## config.mk

```make
export PLATFORM = sky130hd
export DESIGN_NAME = video_timing_capture
export DESIGN_NICKNAME = d
export VERILOG_FILES = /design/src/rtl/video_timing_capture.sv
export SDC_FILE = /design/constraint.sdc
export NUM_CORES = 1
export LEC_CHECK = 0
export ABC_AREA = 1
export CAP_MARGIN = 20
export CORE_ASPECT_RATIO = 1.4
export CORE_UTILIZATION = 55
export CTS_CLUSTER_DIAMETER = 80
export DETAILED_ROUTE_END_ITERATION = 16
export DONT_BUFFER_PORTS = 1
export PLACE_DENSITY = 0.73
export SYNTH_ARGS = -nofsm -noshare
export SYNTH_HDL_FRONTEND = slang
export SYNTH_SLANG_ARGS = --single-unit
```

## constraint.sdc

```tcl
create_clock -name pixel_clk_i -period 2.8 [get_ports pixel_clk_i]
set_clock_uncertainty 0.15 [all_clocks]
set_input_delay 0 -clock pixel_clk_i [delete_from_list [all_inputs] [get_ports pixel_clk_i]]
set_output_delay 0 -clock pixel_clk_i [all_outputs]
set_load 0.03 [all_outputs]
```

## src/rtl/video_timing_capture.sv

```systemverilog
// Receive-side timing analyser for video_gen: measures h/v timing once per frame,
// flags lock on two identical frames, and packs active pixels into bytes.
module video_timing_capture #(
  parameter int unsigned H_W    = 12,
  parameter int unsigned V_W    = 10,
  parameter int unsigned ADDR_W = 11
) (
  input  logic              pixel_clk_i,
  input  logic              reset_i,
  input  logic              h_sync_i,
  input  logic              v_sync_i,
  input  logic              h_active_i,
  input  logic              v_active_i,
  input  logic              video_i,
  output logic [H_W-1:0]    h_total_o,
  output logic [H_W-1:0]    h_active_o,
  output logic [H_W-1:0]    h_sync_width_o,
  output logic [V_W-1:0]    v_total_o,
  output logic [V_W-1:0]    v_active_o,
  output logic [V_W-1:0]    v_sync_width_o,
  output logic              frame_valid_o,
  output logic              locked_o,
  output logic              wr_en_o,
  output logic [ADDR_W-1:0] wr_addr_o,
  output logic [7:0]        wr_data_o
);

  localparam logic [H_W-1:0] H_MAX = '1;
  localparam logic [V_W-1:0] V_MAX = '1;

  logic hs_q, vs_q, ha_q;
  logic hs_rise, hs_fall, vs_rise, vs_fall, ha_rise;

  logic [H_W-1:0] h_cnt, hsw_cnt, ha_cnt;
  logic [H_W-1:0] h_total_s, h_sync_width_s, h_active_s;
  logic [V_W-1:0] line_cnt, va_cnt, vsw_cnt;
  logic [V_W-1:0] v_total_s, v_active_s, v_sync_width_s;
  logic           pub_q, have_prev, same_set, h_sat, l_sat;

  logic              qual, byte_done;
  logic [7:0]        sh, flush_byte;
  logic [2:0]        cnt;
  logic [ADDR_W-1:0] addr;

  assign hs_rise = h_sync_i & ~hs_q;
  assign hs_fall = ~h_sync_i & hs_q;
  assign vs_rise = v_sync_i & ~vs_q;
  assign vs_fall = ~v_sync_i & vs_q;
  assign ha_rise = h_active_i & ~ha_q;
  assign h_sat   = (h_cnt == H_MAX);
  assign l_sat   = (line_cnt == V_MAX);

  always_ff @(posedge pixel_clk_i) begin
    if (!reset_i) begin
      hs_q <= 1'b0;
      vs_q <= 1'b0;
      ha_q <= 1'b0;
    end else begin
      hs_q <= h_sync_i;
      vs_q <= v_sync_i;
      ha_q <= h_active_i;
    end
  end

  // Horizontal measurements; the hs_rise cycle itself counts toward the new line.
  always_ff @(posedge pixel_clk_i) begin
    if (!reset_i) begin
      h_cnt          <= '0;
      hsw_cnt        <= '0;
      ha_cnt         <= '0;
      h_total_s      <= '0;
      h_sync_width_s <= '0;
      h_active_s     <= '0;
    end else begin
      if (hs_rise) begin
        h_cnt      <= '0;
        h_total_s  <= h_sat ? H_MAX : h_cnt + H_W'(1);
        h_active_s <= ha_cnt;
        ha_cnt     <= H_W'(h_active_i);
        hsw_cnt    <= H_W'(1);
      end else begin
        if (!h_sat) h_cnt <= h_cnt + H_W'(1);
        if (h_active_i && ha_cnt != H_MAX) ha_cnt <= ha_cnt + H_W'(1);
        if (h_sync_i && hsw_cnt != H_MAX) hsw_cnt <= hsw_cnt + H_W'(1);
      end
      if (hs_fall) h_sync_width_s <= hsw_cnt;
    end
  end

  // Vertical measurements; an hs_rise coincident with vs_rise belongs to the new frame.
  always_ff @(posedge pixel_clk_i) begin
    if (!reset_i) begin
      line_cnt       <= '0;
      va_cnt         <= '0;
      vsw_cnt        <= '0;
      v_total_s      <= '0;
      v_active_s     <= '0;
      v_sync_width_s <= '0;
    end else begin
      if (vs_rise) begin
        v_total_s  <= line_cnt;
        v_active_s <= va_cnt;
        line_cnt   <= V_W'(hs_rise);
        va_cnt     <= V_W'(ha_rise & v_active_i);
        vsw_cnt    <= V_W'(hs_rise);
      end else begin
        if (hs_rise && !l_sat) line_cnt <= line_cnt + V_W'(1);
        if (ha_rise && v_active_i && va_cnt != V_MAX) va_cnt <= va_cnt + V_W'(1);
        if (hs_rise && v_sync_i && vsw_cnt != V_MAX) vsw_cnt <= vsw_cnt + V_W'(1);
      end
      if (vs_fall) v_sync_width_s <= vsw_cnt;
    end
  end

  assign same_set = ({h_total_s, h_active_s, h_sync_width_s, v_total_s, v_active_s, v_sync_width_s} ==
                     {h_total_o, h_active_o, h_sync_width_o, v_total_o, v_active_o, v_sync_width_o});

  // Publish one cycle after vs_rise; counter saturation overrides lock.
  always_ff @(posedge pixel_clk_i) begin
    if (!reset_i) begin
      pub_q          <= 1'b0;
      have_prev      <= 1'b0;
      frame_valid_o  <= 1'b0;
      locked_o       <= 1'b0;
      h_total_o      <= '0;
      h_active_o     <= '0;
      h_sync_width_o <= '0;
      v_total_o      <= '0;
      v_active_o     <= '0;
      v_sync_width_o <= '0;
    end else begin
      pub_q         <= vs_rise;
      frame_valid_o <= 1'b0;
      if (pub_q) begin
        h_total_o      <= h_total_s;
        h_active_o     <= h_active_s;
        h_sync_width_o <= h_sync_width_s;
        v_total_o      <= v_total_s;
        v_active_o     <= v_active_s;
        v_sync_width_o <= v_sync_width_s;
        frame_valid_o  <= 1'b1;
        locked_o       <= have_prev & same_set;
        have_prev      <= 1'b1;
      end
      if (h_sat || l_sat) locked_o <= 1'b0;
    end
  end

  assign qual       = h_active_i & v_active_i;
  assign byte_done  = qual ? (cnt == 3'd7) : (cnt != 3'd0);
  assign flush_byte = sh << (4'd8 - {1'b0, cnt});

  // Pixel packer: full bytes and end-of-run partial bytes, first pixel in bit 7.
  always_ff @(posedge pixel_clk_i) begin
    if (!reset_i) begin
      sh        <= '0;
      cnt       <= '0;
      addr      <= '0;
      wr_en_o   <= 1'b0;
      wr_addr_o <= '0;
      wr_data_o <= '0;
    end else begin
      wr_en_o <= byte_done;
      if (byte_done) begin
        wr_addr_o <= addr;
        wr_data_o <= qual ? {sh[6:0], video_i} : flush_byte;
      end
      if (qual) begin
        sh  <= {sh[6:0], video_i};
        cnt <= cnt + 3'd1;
      end else begin
        cnt <= 3'd0;
      end
      if (vs_rise) addr <= '0;
      else if (byte_done) addr <= addr + ADDR_W'(1);
    end
  end

endmodule

```

* Yosys cells after proc, flatten, opt, wreduce, memory -nomap -nowiden
Cells that the tools add are included.
** Word-level totals
- Bits in registers :: 247
- Word-level logic and storage cells :: 100
** Cells by class
- $add $sub $neg :: 9
- Equality and inequality tests :: 8
- Shift-type cells :: 1
- Multiplexer cells :: 14
- Bitwise gates (word level) :: 14
- Reductions and logical operators :: 19
** Operators with widths (count)
- $eq 66x66->1 :: 1
- $add 12x1->12 const B :: 3
- $add 10x1->10 const B :: 3
- $ne 12x12->1 const B :: 2
- $mux 10 :: 2
- $ne 10x10->1 const B :: 2
- $eq 12x12->1 const B :: 1
- $mux 12 :: 1
- $add 11x1->11 const B :: 1
- $eq 10x10->1 const B :: 1
- $mux 1 :: 10
- $reduce_bool 2->1 :: 5
- $and 1x1->1 :: 8
- $mux 8 :: 1
- $shl 8x4->8 :: 1
- $logic_and 1x1->1 :: 7
- $not 1->1 :: 6
- $reduce_or 2->1 :: 3
- $sub 4x3->4 const A :: 1
- $add 3x1->3 const B :: 1
- $eq 3x3->1 const B :: 1
- $reduce_bool 3->1 :: 1
- $reduce_and 2->1 :: 1
- $logic_not 1->1 :: 1
- $logic_or 1x1->1 :: 1

* Depth between registers and ports, before layout
Gate-level depths: netlist (run 1).
- Word-level depth :: 6
- Gate-level depth with buffers :: 13

* Worst setup path after synthesis (run 1)
No wires, ideal clock.
- Path type :: reg-to-reg
- Start :: reg cnt[0]
- End :: reg wr_data_o[5]
- Library setup time :: 116 ps
- Data arrival time :: 1738 ps
- Required time :: 2534 ps
- Setup slack :: 795 ps
- Cell stages (with the launch flop) :: 10
- Buffers on the path :: 1
- Period minus slack after synthesis :: 2005 ps
- Path through :: dfxtp_1 clkinv_1 ha_1 clkbuf_1 inv_1 or2_2 o211ai_1 nand4_1 o211ai_1 inv_1
** On the way
- Cells in the longest elaborated chain, start to end :: 3
- Elaborated cells on any way between the ends :: 6
- Classes of those cells :: add/sub (1); eq/ne (1); shift (1); mux (2); reduce/logical (1)
** Ends and longest elaborated chain
- from (decl) :: RTL line 42 : logic [2:0] cnt;
- from (signal assigned) :: RTL line 170 : cnt <= cnt + 3'd1;
- $sub 4x3->4 :: RTL line 151 : assign flush_byte = sh << (4'd8 - {1'b0, cnt});
- $shl 8x4->8 :: RTL line 151
- $mux 8 :: RTL line 166 : wr_data_o <= qual ? {sh[6:0], video_i} : flush_byte;
- to (signal assigned) :: RTL line 166
- to (decl) :: RTL line 25 : output logic [7:0] wr_data_o
Parallel ways exist; a longest one is shown, timed or not.
A chain may end at the register's enable or synchronous reset.

==> impl_metrics.csv, run 1 <==
group,metric,value,unit
status,status,"completed",
sta,slew_headroom,53.8,%
yosys,yosys.area.top_type,"dfxtp_1",
sta,fin_tns_setup,0,ps
job,cap_viol_max_count,0,
power_and_ir_drop,p_leak,4.63,nW
route,drt_wl_total,24.4,mm
floorplanning,die_area,20000,um2
floorplanning,placeableCoreArea,19100,um2
sta,fin_crit,2330,ps
min_path,hold_class,"input pin to register",
route,via_per_inst,5.28,
yosys,synth_nets,1522,
setup_path,cp_max_fo,19,
global_route,antenna_found_initial,0,
placed_design,place.gp.congestion,0.858,
yosys,synth_top_area_share,46.2,%
cells_and_area,num_antenna_cells,0,
yosys,synth_cell_types,36,
power_and_ir_drop,ir_drop,0.550,mV
yosys,syn_area_per_cell,7.11,um2
yosys,syn-cell-area,10700,um2
clock_tree,htreeDepth,1,
placed_design,post_dp_cell_area,10900,um2
sta,rsz0062_at_grt,"no",
route,vias,9320,
placed_design,hpwl,17.0,mm
power_and_ir_drop,finalPower,7.73,mW
clock_tree,clkLatencyLatePin,510,ps
yosys,ys_ff_latch,247,
cells_and_area,nets,1519,
cells_and_area,post_route_cells_drive_above_1_share,4.55,%
placed_design,portBuffers,0,
floorplanning,start_util,55.9,%
sta,max_freq,429,MHz
setup_path,criticalPathCategory,"input pin to register",
clock_tree,cts_tree,"done",
global_route,grt_pass1_vias,8969,
route,wl_per_cell,13.9,um
setup_path,cp_data_required_time,3070,ps
power_and_ir_drop,powerDensity,654,nW/um2
route,drcViolationCount,0,
clock_tree,cts.sinks,247,
clock_tree,numCtsBuffers,24,
clock_tree,root_buffer,"clkbuf_16",
clock_tree,clkTransAtPathRegs,60,ps
cells_and_area,instances_no_fill,1765,
cells_and_area,area_delta_synth_final,10.6,%
clock_tree,cts_resized,0,
yosys,synth_area_leaders,"dfxtp_1 46%, nand2_1 12%, inv_1 7.8%, o21ai_0 7.1%, a21oi_1 6.7%",
yosys,ys_seq_area_share,46.2,%
clock_tree,cts_buffer_depth,3,
cells_and_area,design_area,11800,um2
sta,setup_slack,467,ps
route,drtAntennaViolNets,0,
floorplanning,chipHeight,167,um
floorplanning,rows,60,
setup_path,end_kind,"register",
global_route,grt_max_degree,108,
placed_design,placed_cells,1711,
setup_path,start_kind,"input pin",
sta,hold_viol,0,
sta,slew_violations,0,
clock_tree,post_cts.repair.setup_buffers,0,
setup_path,r2r_slack,570,ps
floorplanning,ios,95,
global_route,gr-total-overflow,0,
setup_path,cp.arrival,2610,ps
sta,finalCritPeriodShare,83.3,%
clock_tree,cts_hold_buffers,12,
yosys,synthCells,1504,
yosys,ys_warn_count,0,
sta,finalSetupViolCount,0,
route,drt-initial-drc-count,589,
floorplanning,die_width,120,um
global_route,grt_first_pass_wirelength,41.0,mm
global_route,grt_usage,24.6,%
placed_design,pre_cts_slack,574,ps
route,dr.pass1.iters,6,
sta,tightest_slew,692,ps
Yosys cell counts, drive strengths merged:
master,instances
ha,11
o211ai,8
clkinv,4
nand4,15
a22oi,1
or2,3
nand3,37
a41oi,1
nor3,30
nand3b,2
o21ai,155
nor3b,1
a31oi,6
nor4,1
a21oi,147
clkbuf,41
xnor2,8
nor2,144
inv,228
xor2,24
buf,12
o22ai,37
a211oi,10
nand2,331
dfxtp,247
state kept, by name, indices dropped and copies added, names as in the netlist, 11 cells and up:
register,flops
h_sync_width_s,12
wr_addr_o,11
ha_cnt,12
h_active_o,12
hsw_cnt,12
h_cnt,12
h_total_o,12
h_active_s,12
addr,11
h_total_s,12
h_sync_width_o,12
path summary, 6_finish.rpt:
check                               from                         end  cells after the start
setup / recovery                 reset_i  h_active_s[2]$_SDFFE_PN0P_                      6
hold / removal                   video_i          sh[0]$_SDFFE_PN0P_                      3
setup reg to reg       cnt[0]$_SDFF_PN0_        addr[9]$_SDFFE_PP0P_                     13
hold reg to reg   have_prev$_SDFFE_PN0P_      have_prev$_SDFFE_PN0P_                      2
cell usage in the layout (no fill, tap or decap), types with 2 or more instances in the layout:
master and instances:
ha_1 11, inv_1 223, buf_4 11, or2_2 3, xor2_1 24, nor3_1 29, clkbuf_8 6, clkinv_2 4
nand3b_1 2, a31oi_1 6, a211oi_1 10, nand3_1 37, clkbuf_16 25, dlygate4sd3_1 11, clkinv_1 4, o211ai_1 8
clkbuf_1 5, a21oi_2 3, dfxtp_1 246, xnor2_1 8, nor2_1 142, nor2_4 2, nand2_1 329, a21oi_1 144
o21ai_0 151, inv_2 5, bufinv_16 2, o22ai_1 37, nand2_2 2, nand4_1 14, o21ai_1 3
worst max-delay path, cell delays in order:
cell           delay [ps]
dlygate4sd3_1         780
nand2_1                90
dlygate4sd3_1         580
nor2_1                240
clkinv_1              550
o22ai_1               360
layer usage:
metal  vias up  part of all wire (%)  track usage, %
met1      4261                    41            27.1
met5         -                     0               0
met3        53                   5.4            5.21
li1       4828                     -               -
met2       178                    51            45.9
met4         0                   2.6            8.42
final cells by class:
cell class,instances,area (um2)
flip-flops and latches,247,4950
fillers,1693,7310
clock inverters,6,80.1
well taps,248,310
multi-input cells,972,4660
repair buffers,24,240
clock buffers,36,727
inverters,232,871
power breakdown:
group	leakage, nW	total [mW]	internal, mW	switching [mW]
Sequential	2.01	3.90	3.64	0.265
Combinational	2.22	0.540	0.183	0.357
Clock	0.401	3.29	1.97	1.32
Total	4.63	7.73	5.79	1.95
through the flow:
| step | utilization (%) | hold WS (ps) |
|---|---|---|
| finish | 61.8 | 69.6 |
| global route | 61.8 | 112 |
| detailed placement | 56.9 | -49.2 |
| global placement | 56.9 | -51.6 |
| CTS | 61.8 | 54.4 |
| floorplan | - | -56.5 |
cell families after synthesis:
| group | Yosys count | synth area share, % |
|---|---|---|
| AO/OA/AOI/OAI | 365 | 18.2 |
| buffers and inverters | 285 | 10.3 |
| AND/OR/NAND/NOR | 564 | 21.4 |
| adder cells (fa/ha/maj) | 11 | 1.29 |
| XOR/XNOR | 32 | 2.62 |
| flip-flops | 247 | 46.2 |
Note: power is estimated with default switching activity, not from simulation.
==> run 2: changes to the inputs <==
PLACE_DENSITY = 0.76   (was 0.73)
clock period = 2.1 ns   (was 2.8 ns; I/O delays follow)
==> run 2 against run 1 <==
Compared with the run above: wire length rose by 1.3%; final area rose by 3.2%; count of clock-buffer cells in the layout rose by 2; critical path depth did not move; sequential share of layout area fell by 1.3 points; sequential cell count did not move; first-iteration DRC count fell by 2.5%; clock power rose by 34%; critical endpoint is now have_prev$_SDFFE_PN0P_; largest cell class unchanged; largest power group unchanged.
==> impl_metrics.csv, run 2 (synthesized netlist as in run 1, its figures left out) <==
group,metric,value,unit
route,drtAntennaViolNets,0,
power_and_ir_drop,finalPower,10.4,mW
floorplanning,die_area,20000,um2
power_and_ir_drop,switching_share,24.9,%
route,wl_per_cell,13.7,um
floorplanning,rows,60,
placed_design,hpwl,17.4,mm
cells_and_area,fillCellCount,1713,
setup_path,cp_max_fo,107,
setup_path,crit_path_end,"have_prev$_SDFFE_PN0P_",
global_route,grt_pass1_vias,9021,
floorplanning,start_util,55.9,%
route,via_per_inst,5.27,
clock_tree,numCtsBuffers,24,
global_route,grt_first_pass_wirelength,41.5,mm
setup_path,cpPeakStageDelay,690,ps
cells_and_area,post_route_cells_drive_above_1_share,7.68,%
clock_tree,root_buffer,"clkbuf_16",
min_path,hold_class,"input pin to register",
setup_path,start_kind,"input pin",
floorplanning,die_width,120,um
clock_tree,clkTransAtPathRegs,60,ps
cells_and_area,nets,1564,
sta,slew_headroom,66.5,%
sta,fin_tns_setup,0,ps
placed_design,portBuffers,0,
cells_and_area,area_delta_synth_final,14.2,%
floorplanning,ios,95,
clock_tree,cts_buffer_depth,3,
setup_path,crit_slowest_cell,"dlygate4sd3_1",
global_route,grt_usage,24.8,%
global_route,antenna_found_initial,1,
floorplanning,chipHeight,167,um
route,drt_wl_total,24.8,mm
clock_tree,cts_tree,"done",
setup_path,crit_top_cell,"dlygate4sd3_1",
cells_and_area,final_common_cell,"nand2_1",
power_and_ir_drop,ir_drop,0.700,mV
clock_tree,htreeDepth,1,
route,dr.pass1.iters,5,
floorplanning,placeableCoreArea,19100,um2
cells_and_area,layout_common_cells,"328 x nand2_1, 246 x dfxtp_1, 223 x inv_1, 151 x o21ai_0, 144 x a21oi_1",
clock_tree,clkLatencyLatePin,510,ps
route,drcViolationCount,0,
global_route,gr-total-overflow,0,
setup_path,worstPathCellList,"dlygate4sd3_1 -> buf_16 -> nand2_1 -> dlygate4sd3_1 -> nand2_1 -> dlygate4sd3_1",
job,cap_viol_max_count,0,
setup_path,r2r-end,"line_cnt[5]$_SDFFE_PP0P_",
power_and_ir_drop,powerDensity,852,nW/um2
setup_path,end_kind,"register",
route,drt-initial-drc-count,574,
sta,finalSetupViolCount,0,
power_and_ir_drop,clock_power_share,42.4,%
power_and_ir_drop,p_seq_share,49.3,%
setup_path,timing.rr.start,"line_cnt[0]$_SDFFE_PN0P_",
clock_tree,cts.sinks,247,
sta,max_freq,492,MHz
global_route,grt_max_degree,108,
setup_path,cp.arrival,2330,ps
sta,slew_violations,0,
sta,hold_viol,0,
status,status,"completed",
route,vias,9543,
setup_path,r2r_slack,190,ps
power_and_ir_drop,comb_power_share,8.3,%
setup_path,crit_start,"reset_i",
sta,finalCritPeriodShare,96.8,%
placed_design,place.gp.congestion,0.863,
sta,tightest_slew,501,ps
sta,fin_crit,2030,ps
power_and_ir_drop,p_leak,4.87,nW
power_and_ir_drop,switching_power,2.59,mW
sta,rsz0062_at_grt,"no",
setup_path,cp_data_required_time,2400,ps
setup_path,criticalPathCategory,"input pin to register",
power_and_ir_drop,p_int,7.82,mW
setup_path,reg2regPathDepth,10,
-- run 2: metrics by stage --
stage / hold WS (ps) / utilization, % / cells / setup WS [ps] / instance area (um2)
after detailed placement: -46.7 / 58.4 / 1750 / 103 / 11200
after global placement: -48.7 / 58.4 / 1750 / 109 / 11200
after global routing: 32.2 / 63.8 / 1812 / 1.03 / 12200
after floorplan: -56.5 / - / 1504 / 95.3 / 10700
final: 32.4 / 63.8 / 1812 / 68.1 / 12200
after CTS: 3.27 / 63.5 / 1806 / 84.4 / 12100
-- run 2: per-layer routing --
layer / routed length, um / vias to the layer above / track usage (%)
li1: - / 4928 / -
met1: 10100 / 4434 / 27.9
met2: 13300 / 154 / 47.3
met4: 343 / 0 / 6.36
met3: 1050 / 27 / 4.28
met5: 0 / - / 0
-- run 2: worst max-delay path: cells and delay by family --
kind | cells | cell delay (ps)
buffers and inverters | 4 | 2150
AND/OR/NAND/NOR | 2 | 150
-- run 2: final cells by class --
class | count | area, um2 | area share, %
Inverter | 232 | 875 | 7.16
Timing Repair Buffer | 69 | 581 | 4.75
Clock buffer | 38 | 744 | 6.09
Antenna cell | 1 | 2.50 | 0.0205
Multi-Input combinational cell | 972 | 4680 | 38.3
Sequential cell | 247 | 4950 | 40.5
Tap cell | 248 | 310 | 2.54
Clock inverter | 5 | 75.1 | 0.615
-- run 2: how the worst min path moves through the flow --
stage               cells past startpoint              end  slack [ps]       start
finish                                  3  vs_q$_SDFF_PN0_          30     reset_i
detailed placement                      2  ha_q$_SDFF_PN0_         -50  h_active_i
global route                            3  vs_q$_SDFF_PN0_          30     reset_i
CTS                                     3  vs_q$_SDFF_PN0_           3     reset_i
global placement                        2  ha_q$_SDFF_PN0_         -50  h_active_i
floorplan                               2  ha_q$_SDFF_PN0_         -60  h_active_i
-- run 2: what timing repair did --
item | CTS | global route
setup endpoints to repair | 0 | 34
setup buffers | 0 | 5
endpoints found under the hold margin | 221 | 0
hold buffers | 13 | 0
resized for setup | 0 | 8
-- run 2: power groups by stage --
| stage | Combinational (mW) | Clock [mW] | Sequential (mW) |
|---|---|---|---|
| after floorplan | 0.538 | 0 | 5.26 |
| after CTS | 0.859 | 4.50 | 5.13 |
| final | 0.863 | 4.41 | 5.13 |
| after detailed placement | 0.797 | 0 | 5.23 |
| after global routing | 0.970 | 4.70 | 5.15 |
| after global placement | 0.782 | 0 | 5.23 |
